File: config.mk
export PLATFORM = sky130hd
export DESIGN_NAME = imem_loader
export DESIGN_NICKNAME = d
export VERILOG_FILES = /design/src/rtl/imem_loader.sv
export SDC_FILE = /design/constraint.sdc
export NUM_CORES = 1
export LEC_CHECK = 0
export BUFFER_PORTS_ARGS = -buffer_cell sky130_fd_sc_hd__buf_2
export CAP_MARGIN = 20
export CORE_ASPECT_RATIO = 0.6
export CORE_MARGIN = 1.5
export CORE_UTILIZATION = 30
export DETAILED_ROUTE_END_ITERATION = 10
export PLACE_DENSITY = 0.56
export SKIP_CTS_REPAIR_TIMING = 1
export SLEW_MARGIN = 20
export SYNTH_ARGS = -nofsm -noshare
export SYNTH_HDL_FRONTEND = slang
export SYNTH_SLANG_ARGS = --single-unit
File: constraint.sdc
create_clock -name clk -period 11.5 [get_ports clk]
set_input_delay 2.3 -clock clk [delete_from_list [all_inputs] [get_ports clk]]
set_output_delay 2.3 -clock clk [all_outputs]
set_load 0.03 [all_outputs]
File: src/rtl/imem_loader.sv
// Framed byte-stream loader for the core's instruction memory.
// Collects N little-endian words plus an XOR checksum and releases the core only after a verified image.
module imem_loader #(
  parameter int DEPTH_WORDS = 64,
  parameter int ADDR_W      = 6
) (
  input  logic              clk,
  input  logic              rst,
  input  logic              rx_valid,
  input  logic [7:0]        rx_data,
  output logic              rx_ready,
  output logic              imem_we,
  output logic [ADDR_W-1:0] imem_addr,
  output logic [31:0]       imem_wdata,
  output logic              core_hold,
  output logic              load_done,
  output logic              load_err
);

  typedef enum logic [2:0] {
    S_IDLE = 3'd0,
    S_HDR0 = 3'd1,
    S_HDR1 = 3'd2,
    S_DATA = 3'd3,
    S_CSUM = 3'd4,
    S_DONE = 3'd5,
    S_ERR  = 3'd6
  } state_t;

  state_t            state_r;
  state_t            state_s;
  logic [7:0]        n_lo_r;
  logic [15:0]       n_words_r;
  logic [1:0]        byte_cnt_r;
  logic [ADDR_W:0]   word_idx_r;
  logic [23:0]       word_r;
  logic [7:0]        xor_r;
  logic              accept_s;
  logic [15:0]       n_full_s;
  logic              last_word_s;

  function automatic logic [7:0] csum_update(input logic [7:0] acc, input logic [7:0] b);
    return acc ^ b;
  endfunction

  function automatic logic is_rx_state(input state_t s);
    return (s == S_HDR0) || (s == S_HDR1) || (s == S_DATA) || (s == S_CSUM);
  endfunction

  assign accept_s    = rx_valid & rx_ready;
  assign n_full_s    = {rx_data, n_lo_r};
  // Word index is one bit wider than the address so N == DEPTH_WORDS can terminate.
  assign last_word_s = ((16'(word_idx_r) + 16'd1) == n_words_r);

  // Next-state decode.
  always_comb begin
    state_s = state_r;
    case (state_r)
      S_IDLE: state_s = S_HDR0;
      S_HDR0: begin
        if (accept_s) state_s = S_HDR1;
        else          state_s = S_HDR0;
      end
      S_HDR1: begin
        if (!accept_s)                          state_s = S_HDR1;
        else if (n_full_s > 16'(DEPTH_WORDS))   state_s = S_ERR;
        else if (n_full_s == 16'd0)             state_s = S_CSUM;
        else                                    state_s = S_DATA;
      end
      S_DATA: begin
        if (accept_s && (byte_cnt_r == 2'd3) && last_word_s) state_s = S_CSUM;
        else                                                  state_s = S_DATA;
      end
      S_CSUM: begin
        if (!accept_s)              state_s = S_CSUM;
        else if (rx_data == xor_r)  state_s = S_DONE;
        else                        state_s = S_ERR;
      end
      S_DONE:  state_s = S_DONE;
      S_ERR:   state_s = S_ERR;
      default: state_s = S_ERR;
    endcase
  end

  // State, datapath and registered outputs.
  always_ff @(posedge clk or posedge rst) begin
    if (rst) begin
      state_r    <= S_IDLE;
      n_lo_r     <= 8'd0;
      n_words_r  <= 16'd0;
      byte_cnt_r <= 2'd0;
      word_idx_r <= '0;
      word_r     <= 24'd0;
      xor_r      <= 8'd0;
      rx_ready   <= 1'b0;
      imem_we    <= 1'b0;
      imem_addr  <= '0;
      imem_wdata <= 32'd0;
      core_hold  <= 1'b1;
      load_done  <= 1'b0;
      load_err   <= 1'b0;
    end else begin
      state_r   <= state_s;
      rx_ready  <= is_rx_state(state_s);
      imem_we   <= 1'b0;
      core_hold <= (state_s != S_DONE);
      load_done <= (state_s == S_DONE);
      load_err  <= (state_s == S_ERR);
      if (accept_s) begin
        case (state_r)
          S_HDR0: n_lo_r <= rx_data;
          S_HDR1: n_words_r <= n_full_s;
          S_DATA: begin
            xor_r      <= csum_update(xor_r, rx_data);
            byte_cnt_r <= byte_cnt_r + 2'd1;
            case (byte_cnt_r)
              2'd0: word_r[7:0]   <= rx_data;
              2'd1: word_r[15:8]  <= rx_data;
              2'd2: word_r[23:16] <= rx_data;
              2'd3: begin
                imem_we    <= 1'b1;
                imem_addr  <= word_idx_r[ADDR_W-1:0];
                imem_wdata <= {rx_data, word_r};
                word_idx_r <= word_idx_r + {{ADDR_W{1'b0}}, 1'b1};
              end
              default: word_r <= word_r;
            endcase
          end
          default: n_lo_r <= n_lo_r;
        endcase
      end else begin
        n_lo_r <= n_lo_r;
      end
    end
  end

endmodule
# Yosys cells after proc, flatten, opt, wreduce, memory -nomap -nowiden

Index checks and enable logic that the tools add are counted.

Logic and storage cells: 65
Memories kept: 0
Latch bits: 0
Flip-flop bits (word level): 111
RAM bits: 0
Bits of input ports: 11
ROM bits: 0
Output and inout bits: 43

Reduce and logical (&&, ||, !) cells: 15
Multiplexer cells: 11
Multipliers: 0
Equality and inequality tests: 17
Order comparisons: 1
Shift-type cells: 0
Bitwise gates (word level): 2
Add/sub/neg operators: 3
Divide/modulo/power cells: 0

Operators by type and width:

| cell                | count |
|---|---|
| $pmux 3 s6          | 1 |
| $eq 8x16->1         | 1 |
| $gt 16x7->1 const B | 1 |
| $logic_not 16->1    | 1 |
| $eq 3x3->1 const B  | 5 |
| $eq 3x2->1 const B  | 4 |
| $mux 3              | 4 |
| $reduce_and 3->1    | 4 |
| $add 7x1->8 const B | 1 |
| $eq 8x8->1          | 1 |
| $xor 8x8->8         | 1 |
| $add 7x1->7 const B | 1 |
| $eq 3x1->1 const B  | 2 |
| $mux 2              | 3 |
| $reduce_and 2->1    | 3 |
| $eq 2x2->1 const B  | 2 |
| $logic_not 3->1     | 1 |
| $logic_or 1x1->1    | 3 |
| $mux 1              | 3 |
| $ne 3x3->1 const B  | 1 |
| $add 2x1->2 const B | 1 |
| $eq 2x1->1 const B  | 1 |
| $logic_and 1x1->1   | 2 |
| $logic_not 2->1     | 1 |
| $and 1x1->1         | 1 |

# Logic depth before layout (Yosys ltp)

Gate-level depths: netlist of the first run.

Word-level depth: 9
Gate-level depth with buffers: 7
Gate-level depth less buffers: 7

# Worst setup path before layout of the first run

Ideal clock, no wire load.

Kind: in2reg
Start point: in rx_data[4]
End point: reg rx_ready
Path buffers: 1
Arrival: 3631 ps
Stages on the path: 7
Setup slack: 7805 ps
Setup time: 64 ps
Required time: 11436 ps
Cell sequence: clkbuf_1 > nor4_1 > nand3_1 > nor4b_1 > o22ai_1 > a41oi_1 > a21o_1

Cells in the longest elaborated chain, start to end: 9
Elaborated cells on any way between the ends: 16
Those cells by class: 1 x order compare; 5 x eq/ne; 6 x mux; 4 x reduce/logical

Ends and longest elaborated chain:

| item                                                | RTL line | RTL |
|---|---|---|
| from (decl)                                         | 10       | `input logic [7:0] rx_data,` |
| branches (longest 4 deep; another with $gt 16x7->1) | -        |  |
| $pmux 3 s6 (*)                                      | 58       | `case (state_r)` |
| $eq 3x1->1 / $eq 3x2->1 (equally long branches)     | 47       | `return (s == S_HDR0) \|\| (s == S_HDR1) \|\| (s == S_DATA) \|\| (s == S_CSUM);` |
| $logic_or 1x1->1 (2 in a row)                       | 47       |  |
| $logic_or 1x1->1 (*)                                | 47       |  |
| to (signal assigned)                                | 104      | `rx_ready <= is_rx_state(state_s);` |
| to (decl)                                           | 11       | `output logic rx_ready,` |

Every way passes the cells marked *.
A chain may end at the register's enable or synchronous reset.

# Worst setup path after layout of the first run

Start point: in rx_valid
End point: reg word_r[6]

Cells in the longest elaborated chain, start to end: 2

Ends and longest elaborated chain:

| item                              | RTL line | RTL |
|---|---|---|
| from (decl)                       | 9        | `input logic rx_valid,` |
| $and 1x1->1                       | 50       | `assign accept_s = rx_valid & rx_ready;` |
| $reduce_and 3->1 (no source line) | -        |  |
| to (signal assigned)              | 117      | `2'd0: word_r[7:0] <= rx_data;` |
| to (signal assigned)              | 126      | `default: word_r <= word_r;` |
| to (decl)                         | 36       | `logic [23:0] word_r;` |

Every way passes these cells.

==> flow_metrics.py, run 1 <==
metrics = {
    "run_status": {
        "status": "complete, no violations",
    },
    "timing": {
        "rsz0062_at_grt": "no",
        "finalHoldViolCount": 0,
        "fin_crit_sh_pct": 34.63,
        "fin_skew_ns": 0.005887,
        "setup_violations": 0,
        "fmax_mhz": 251.1,
        "maxSlewViolCount": 0,
        "finalSetupTns_ns": 0,
        "period_minus_slack_ns": 3.983,
        "timing.slew.headroom_pct": 39.38,
        "tightest_slew_ns": 0.9093,
    },
    "worst_setup_path": {
        "endpoint_kind": "flop",
        "crit_family": "simple AND/OR/NAND/NOR gates",
        "startpoint_type": "primary input",
        "critPathMaxStageDelay_ns": 0.73,
        "critPathSlowestCell": "nor2_1",
        "arrival_ns": 4.21,
        "cp_max_fo": 14,
        "crit_chain": "buf_2, nand2_1, nor2_1, nand2_1, mux2_2",
        "cp_num_buf_inv": 1,
        "critical_path_class": "in -> reg",
        "crit_top_cell": "nand2_1",
        "required_ns": 11.73,
    },
    "logic_synthesis": {
        "synth_area_mm2": 0.004702,
        "synthAdderAreaFrac_pct": 1.330,
        "yosysTopAreaCell": "dfrtp_1",
        "ys.warnings.count": 0,
        "synth_area_per_cell_um2": 13.32,
        "synthTopCellsByArea": "dfrtp_1 (59%), mux2_2 (17%), mux2_1 (4.1%), xnor2_1 (3.2%), xor2_1 (2.6%)",
        "syn_inst": 353,
        "synth_cell_types": 39,
        "synth-xor-area-share_pct": 5.774,
        "synth_top_flop_cell": "dfrtp_1",
        "synthArstFlopShare_pct": 100.0,
        "syn_nets": 369,
        "synth_compound_area_share_pct": 2.794,
        "seq_area_frac_synth_pct": 59.10,
        "synth.ff_latch_count": 111,
        "synthMuxAreaShare_pct": 20.60,
        "synth_top_family_by_area": "multiplexers",
        "synth_edf_count": 0,
        "synth-simple-area-share_pct": 8.249,
        "synth_top_area_share_pct": 58.54,
    },
    "routing": {
        "wl_per_cell_um": 15.55,
        "first_iter_violations": 164,
        "wl_um": 9498,
        "vias": 2805,
        "ant_nets": 0,
        "drc": 0,
        "viasPerCell": 4.591,
        "drt-pass1-iter-count": 4,
    },
    "power": {
        "p_int_mw": 0.6007,
        "pwr-share-seq_pct": 53.6,
        "leakagePower_nw": 2.792,
        "p_per_area_mw_per_mm2": 143.1,
        "switching_share_pct": 23.42,
        "switchingPower_mw": 0.1837,
        "p_comb_share_pct": 6.9,
        "ir_drop_mv": 0.07366,
        "power_frac_clock_pct": 39.5,
    },
    "clock_network": {
        "cts_buffers": 9,
        "clk_path_buf_depth": 2,
        "clk-insertion-delay-late_ns": 0.34,
        "cts_tree": "yes",
        "clock-sinks": 111,
        "clk_pin_slew_ns": 0.07,
        "clockRootBuffer": "clkbuf_16",
        "h-tree-depth": 3,
    },
    "cells_and_area": {
        "nets": 419,
        "layout_common_cells": "dfrtp_1 (110), mux2_2 (69), buf_2 (53)",
        "final_layout_size_suffix_gt1_share_pct": 36.03,
        "diodes": 0,
        "area_growth_pct": 16.60,
        "fillCellCount": 1533,
        "final_cells": 611,
        "layout_commonest_cell": "dfrtp_1",
    },
    "global_route": {
        "antenna_found_initial": 0,
        "grt_pass1_wl_um": 15900,
        "grt_max_degree": 74,
        "grtUsageMet3_pct": 3.802,
        "grt_overflow": 0,
        "use_met2_pct": 16.90,
        "grt_util_met1_pct": 19.98,
        "grtUsageTotal_pct": 12.73,
        "grt_pass1_vias": 2897,
        "grt_busiest_layer": "met1",
    },
    "die": {
        "rows": 35,
        "start_util_pct": 30.68,
        "io_pins": 54,
        "fp.dieH_um": 99.98,
        "die_area_mm2": 0.01646,
        "die_width_um": 164.6,
        "fp.coreArea_mm2": 0.01533,
    },
    "place": {
        "dp.cells": 594,
        "gp_congestion": 0.7737,
        "io_buffers": 53,
        "post-dp-hpwl_um": 6691,
    },
    "min_path": {
        "hp-class": "reg -> reg",
    },
    "flow_run": {
        "drv_cap": 0,
    },
}
-- through the flow --
| stage | cell area (um^2) | worst slack, ns | power [mW] | hold slack (ns) | util (%) |
|---|---|---|---|---|---|
| CTS | 5469 | 7.553 | 0.7948 | 0.4885 | 35.68 |
| global route | 5483 | 7.348 | 0.8231 | 0.5067 | 35.77 |
| detailed placement | 5172 | 7.191 | 0.4825 | 0.4720 | 33.75 |
| finish | 5483 | 7.517 | 0.7844 | 0.4800 | 35.77 |
| global placement | 5172 | 7.289 | 0.4800 | 0.4633 | 33.75 |
| floorplan | 4702 | 6.271 | 0.4650 | 0.4585 | - |
-- registers in the layout (all words and copies together) (netlist names) --
signal / cells
byte_cnt_r: 2
core_hold: 1
imem_addr: 6
imem_wdata: 32
imem_we: 1
load_done: 1
load_err: 1
n_lo_r: 8
n_words_r: 16
rx_ready: 1
state_r: 3
word_idx_r: 7
word_r: 24
xor_r: 8
-- layout make-up --
| type | count | area, um^2 | share of cell area, % |
|---|---|---|---|
| clock inverter | 6 | 67.56 | 1.232 |
| timing repair buffer | 56 | 294.0 | 5.363 |
| tap | 203 | 254.0 | 4.633 |
| inverter | 8 | 32.53 | 0.5933 |
| clock buffer | 10 | 229.0 | 4.176 |
| sequential | 111 | 2779 | 50.68 |
| multi-input combinational | 217 | 1827 | 33.32 |
-- power by group through the flow --
| stage | logic [mW] | clock network (mW) | registers [mW] |
|---|---|---|---|
| finish | 0.0537 | 0.310 | 0.421 |
| global route | 0.0604 | 0.339 | 0.424 |
| CTS | 0.0546 | 0.320 | 0.420 |
| detailed placement | 0.0545 | 0 | 0.428 |
| global placement | 0.0528 | 0 | 0.427 |
| floorplan | 0.0380 | 0 | 0.427 |
-- cell usage after synthesis, types with 2 or more instances --
master,count
a31oi_1,2
nand2_1,27
nor2_2,2
nand4_1,2
inv_1,8
clkbuf_1,11
nor2b_1,2
or3_1,3
nand3_1,3
mux2_1,17
xnor2_1,17
nor4_1,7
xor2_1,14
ha_1,5
a21o_1,2
mux2_2,69
dfrtp_1,110
buf_2,6
a21oi_1,3
nor3_1,6
or4_1,2
nor2_1,11
o21ai_0,8
-- kinds of logic after synthesis --
family                     Yosys count
adders and majority gates            5
DFF                                111
muxes                               86
buffers and inverters               25
and+or+nand+nor                     74
xor gates and xnor gates            31
AOI/OAI and AO/OA                   21
-- final timing paths --
kind | start | end | slack (ns) | cells past startpoint
max in group asynchronous | rst | word_idx_r[6] | 8.24 | 3
setup reg to reg | state_r[2] | word_r[6] | 8.92 | 5
min in group asynchronous | rst | imem_wdata[17] | 1.98 | 2
hold reg to reg | imem_wdata[0] | imem_wdata[0] | 0.48 | 1
setup / recovery | rx_valid | word_r[6] | 7.52 | 5
hold / removal | imem_wdata[0] | imem_wdata[0] | 0.48 | 1
-- per-layer routing --
metal	share of wire, %	vias to the layer above	wire length, um
met5	0	-	0
met4	0.44	0	42
met3	6.2	4	592
met2	39	68	3672
met1	55	1413	5189
li1	-	1320	-
(Power assumes the default switching activity.)
==> inputs of run 2 (changes only) <==
Clock period 11.5 ns to 4.1 ns, I/O delays scaled along.
==> run 2 against run 1 <==
Net effect:
- die area stayed put
- largest power group unchanged
- total power grew to 2.8 times the previous value
- global-route usage is 0.25 points higher
- critical path depth is 1 higher
- count of clock-buffer cells in the layout is 1 higher
- via count is 1.6% higher
- worst setup slack worse by 5.9 ns
- worst hold slack hardly changed
- clock power grew to 2.9 times the previous value
- final cell count is 0.33% higher
- design area is 0.55% higher
- clock skew is 0.0050 ns higher
- critical endpoint is now imem_wdata[7]
==> flow_metrics.py, run 2 (synthesis gave the netlist of run 1 again) <==
metrics = {
    "cells_and_area": {
        "layout_common_cells": "dfrtp_1 (110), mux2_2 (69), buf_2 (53)",
        "top_regs": "imem_wdata (32), word_r (24), n_words_r (16)",
        "final_util_pct": 35.97,
        "area_growth_pct": 17.24,
        "final_cells": 613,
        "final_layout_size_suffix_gt1_share_pct": 36.34,
        "diodes": 0,
        "largest_register_ffs": 32,
        "nets": 421,
        "layout_commonest_cell": "dfrtp_1",
        "regMostFlops": "imem_wdata",
    },
    "routing": {
        "vias": 2849,
        "ant_nets": 0,
        "first_iter_violations": 147,
        "wl_um": 9843,
        "drt-pass1-iter-count": 5,
        "viasPerCell": 4.648,
        "wl_per_cell_um": 16.06,
        "drc": 0,
    },
    "die": {
        "fp.dieH_um": 99.98,
        "rows": 35,
        "io_pins": 54,
        "start_util_pct": 30.68,
        "die_width_um": 164.6,
        "die_area_mm2": 0.01646,
        "fp.coreArea_mm2": 0.01533,
    },
    "worst_setup_path": {
        "r2r_slack_ns": 1.58,
        "critical_path_class": "in -> reg",
        "required_ns": 4.32,
        "critPathMaxStageDelay_ns": 0.63,
        "cp_max_fo": 23,
        "critPathSlowestCell": "nor2_4",
        "endpoint_kind": "flop",
        "rr_worst_depth": 5,
        "rr_startpoint": "state_r[2]",
        "crit_chain": "buf_2, and2_1, nand2_1, nor2_4, buf_4, mux2_2",
        "startpoint_type": "primary input",
        "startpoint": "rx_valid",
        "arrival_ns": 2.75,
    },
    "global_route": {
        "grt_max_degree": 86,
        "antenna_found_initial": 0,
        "grtUsageTotal_pct": 12.98,
        "grt_pass1_vias": 2956,
        "grt_overflow": 0,
        "grt_pass1_wl_um": 16240,
    },
    "timing": {
        "layout_setup_ws_ns": 1.577,
        "finalHoldViolCount": 0,
        "fin_crit_sh_pct": 61.55,
        "fin_skew_ns": 0.01085,
        "fmax_mhz": 396.3,
        "setup_violations": 0,
        "timing.slew.headroom_pct": 48.15,
        "finalSetupTns_ns": 0,
        "maxSlewViolCount": 0,
        "tightest_slew_ns": 0.7778,
        "rsz0062_at_grt": "no",
        "period_minus_slack_ns": 2.523,
    },
    "clock_network": {
        "clk-insertion-delay-late_ns": 0.34,
        "cts_buffers": 9,
        "clk_pin_slew_ns": 0.07,
        "cts_tree": "yes",
        "clock-sinks": 111,
        "h-tree-depth": 3,
        "clk_path_buf_depth": 2,
        "clockRootBuffer": "clkbuf_16",
    },
    "power": {
        "power.total_mw": 2.230,
        "leakagePower_nw": 2.811,
        "ir_drop_mv": 0.2348,
        "p_per_area_mw_per_mm2": 404.5,
    },
    "place": {
        "gp_congestion": 0.7860,
        "pre_cts_slack_ns": 1.211,
        "post-dp-hpwl_um": 7049,
        "io_buffers": 53,
        "dp.cells": 596,
    },
    "min_path": {
        "whs_path_depth": 1,
        "hp-class": "reg -> reg",
        "min-delay-start": "imem_wdata[19]",
    },
    "run_status": {
        "status": "complete, no violations",
    },
    "flow_run": {
        "drv_cap": 0,
    },
}
run 2: cell types whose count changed in the layout (fill, tap and decap cells not counted), sizes merged:
cell | previous run | this run
clkinvlp | 2 | 1
clkbuf | 11 | 12
buf | 55 | 57
run 2: layer usage:
layer / vias to the layer above / GRT usage (%) / routed length [um]
li1: 1327 / - / -
met1: 1433 / 20.04 / 5266
met2: 85 / 17.58 / 3898
met3: 4 / 3.678 / 628
met4: 0 / 3.188 / 50
met5: - / 0 / 0
run 2: area by class of cell:
| cell class | count | area [um^2] |
|---|---|---|
| Fill cell | 1496 | 9814 |
| Sequential cell | 111 | 2779 |
| Multi-Input combinational cell | 217 | 1827 |
| Timing Repair Buffer | 58 | 309.0 |
| Tap cell | 203 | 254.0 |
| Clock buffer | 11 | 242.7 |
| Clock inverter | 5 | 66.31 |
| Inverter | 8 | 35.03 |
run 2: stage by stage:
stage / hold slack (ns) / cell area, um^2
after floorplan: 0.4585 / 4702
after global placement: 0.4627 / 5187
after detailed placement: 0.4721 / 5187
after CTS: 0.4878 / 5497
after global routing: 0.5021 / 5513
final: 0.4798 / 5513
run 2: worst paths after layout:
| check | endpoint |
|---|---|
| worst max-delay path | imem_wdata[7] |
| worst min-delay path | imem_wdata[19] |
| worst max register to register | imem_wdata[7] |
| worst min register to register | imem_wdata[19] |
| max in group asynchronous | imem_wdata[30] |
| min in group asynchronous | imem_wdata[18] |
run 2: worst max-delay path, delay by kind of cell:
kind          cells  cell delay [ns]
buf+inv           2             0.51
mux               1             0.37
simple gates      3             1.02
run 2: where the power goes:
| part | switching, mW | total, mW | internal, mW |
|---|---|---|---|
| clock | 0.399 | 0.898 | 0.499 |
| sequential | 0.0325 | 1.18 | 1.15 |
| combinational | 0.0915 | 0.154 | 0.0625 |
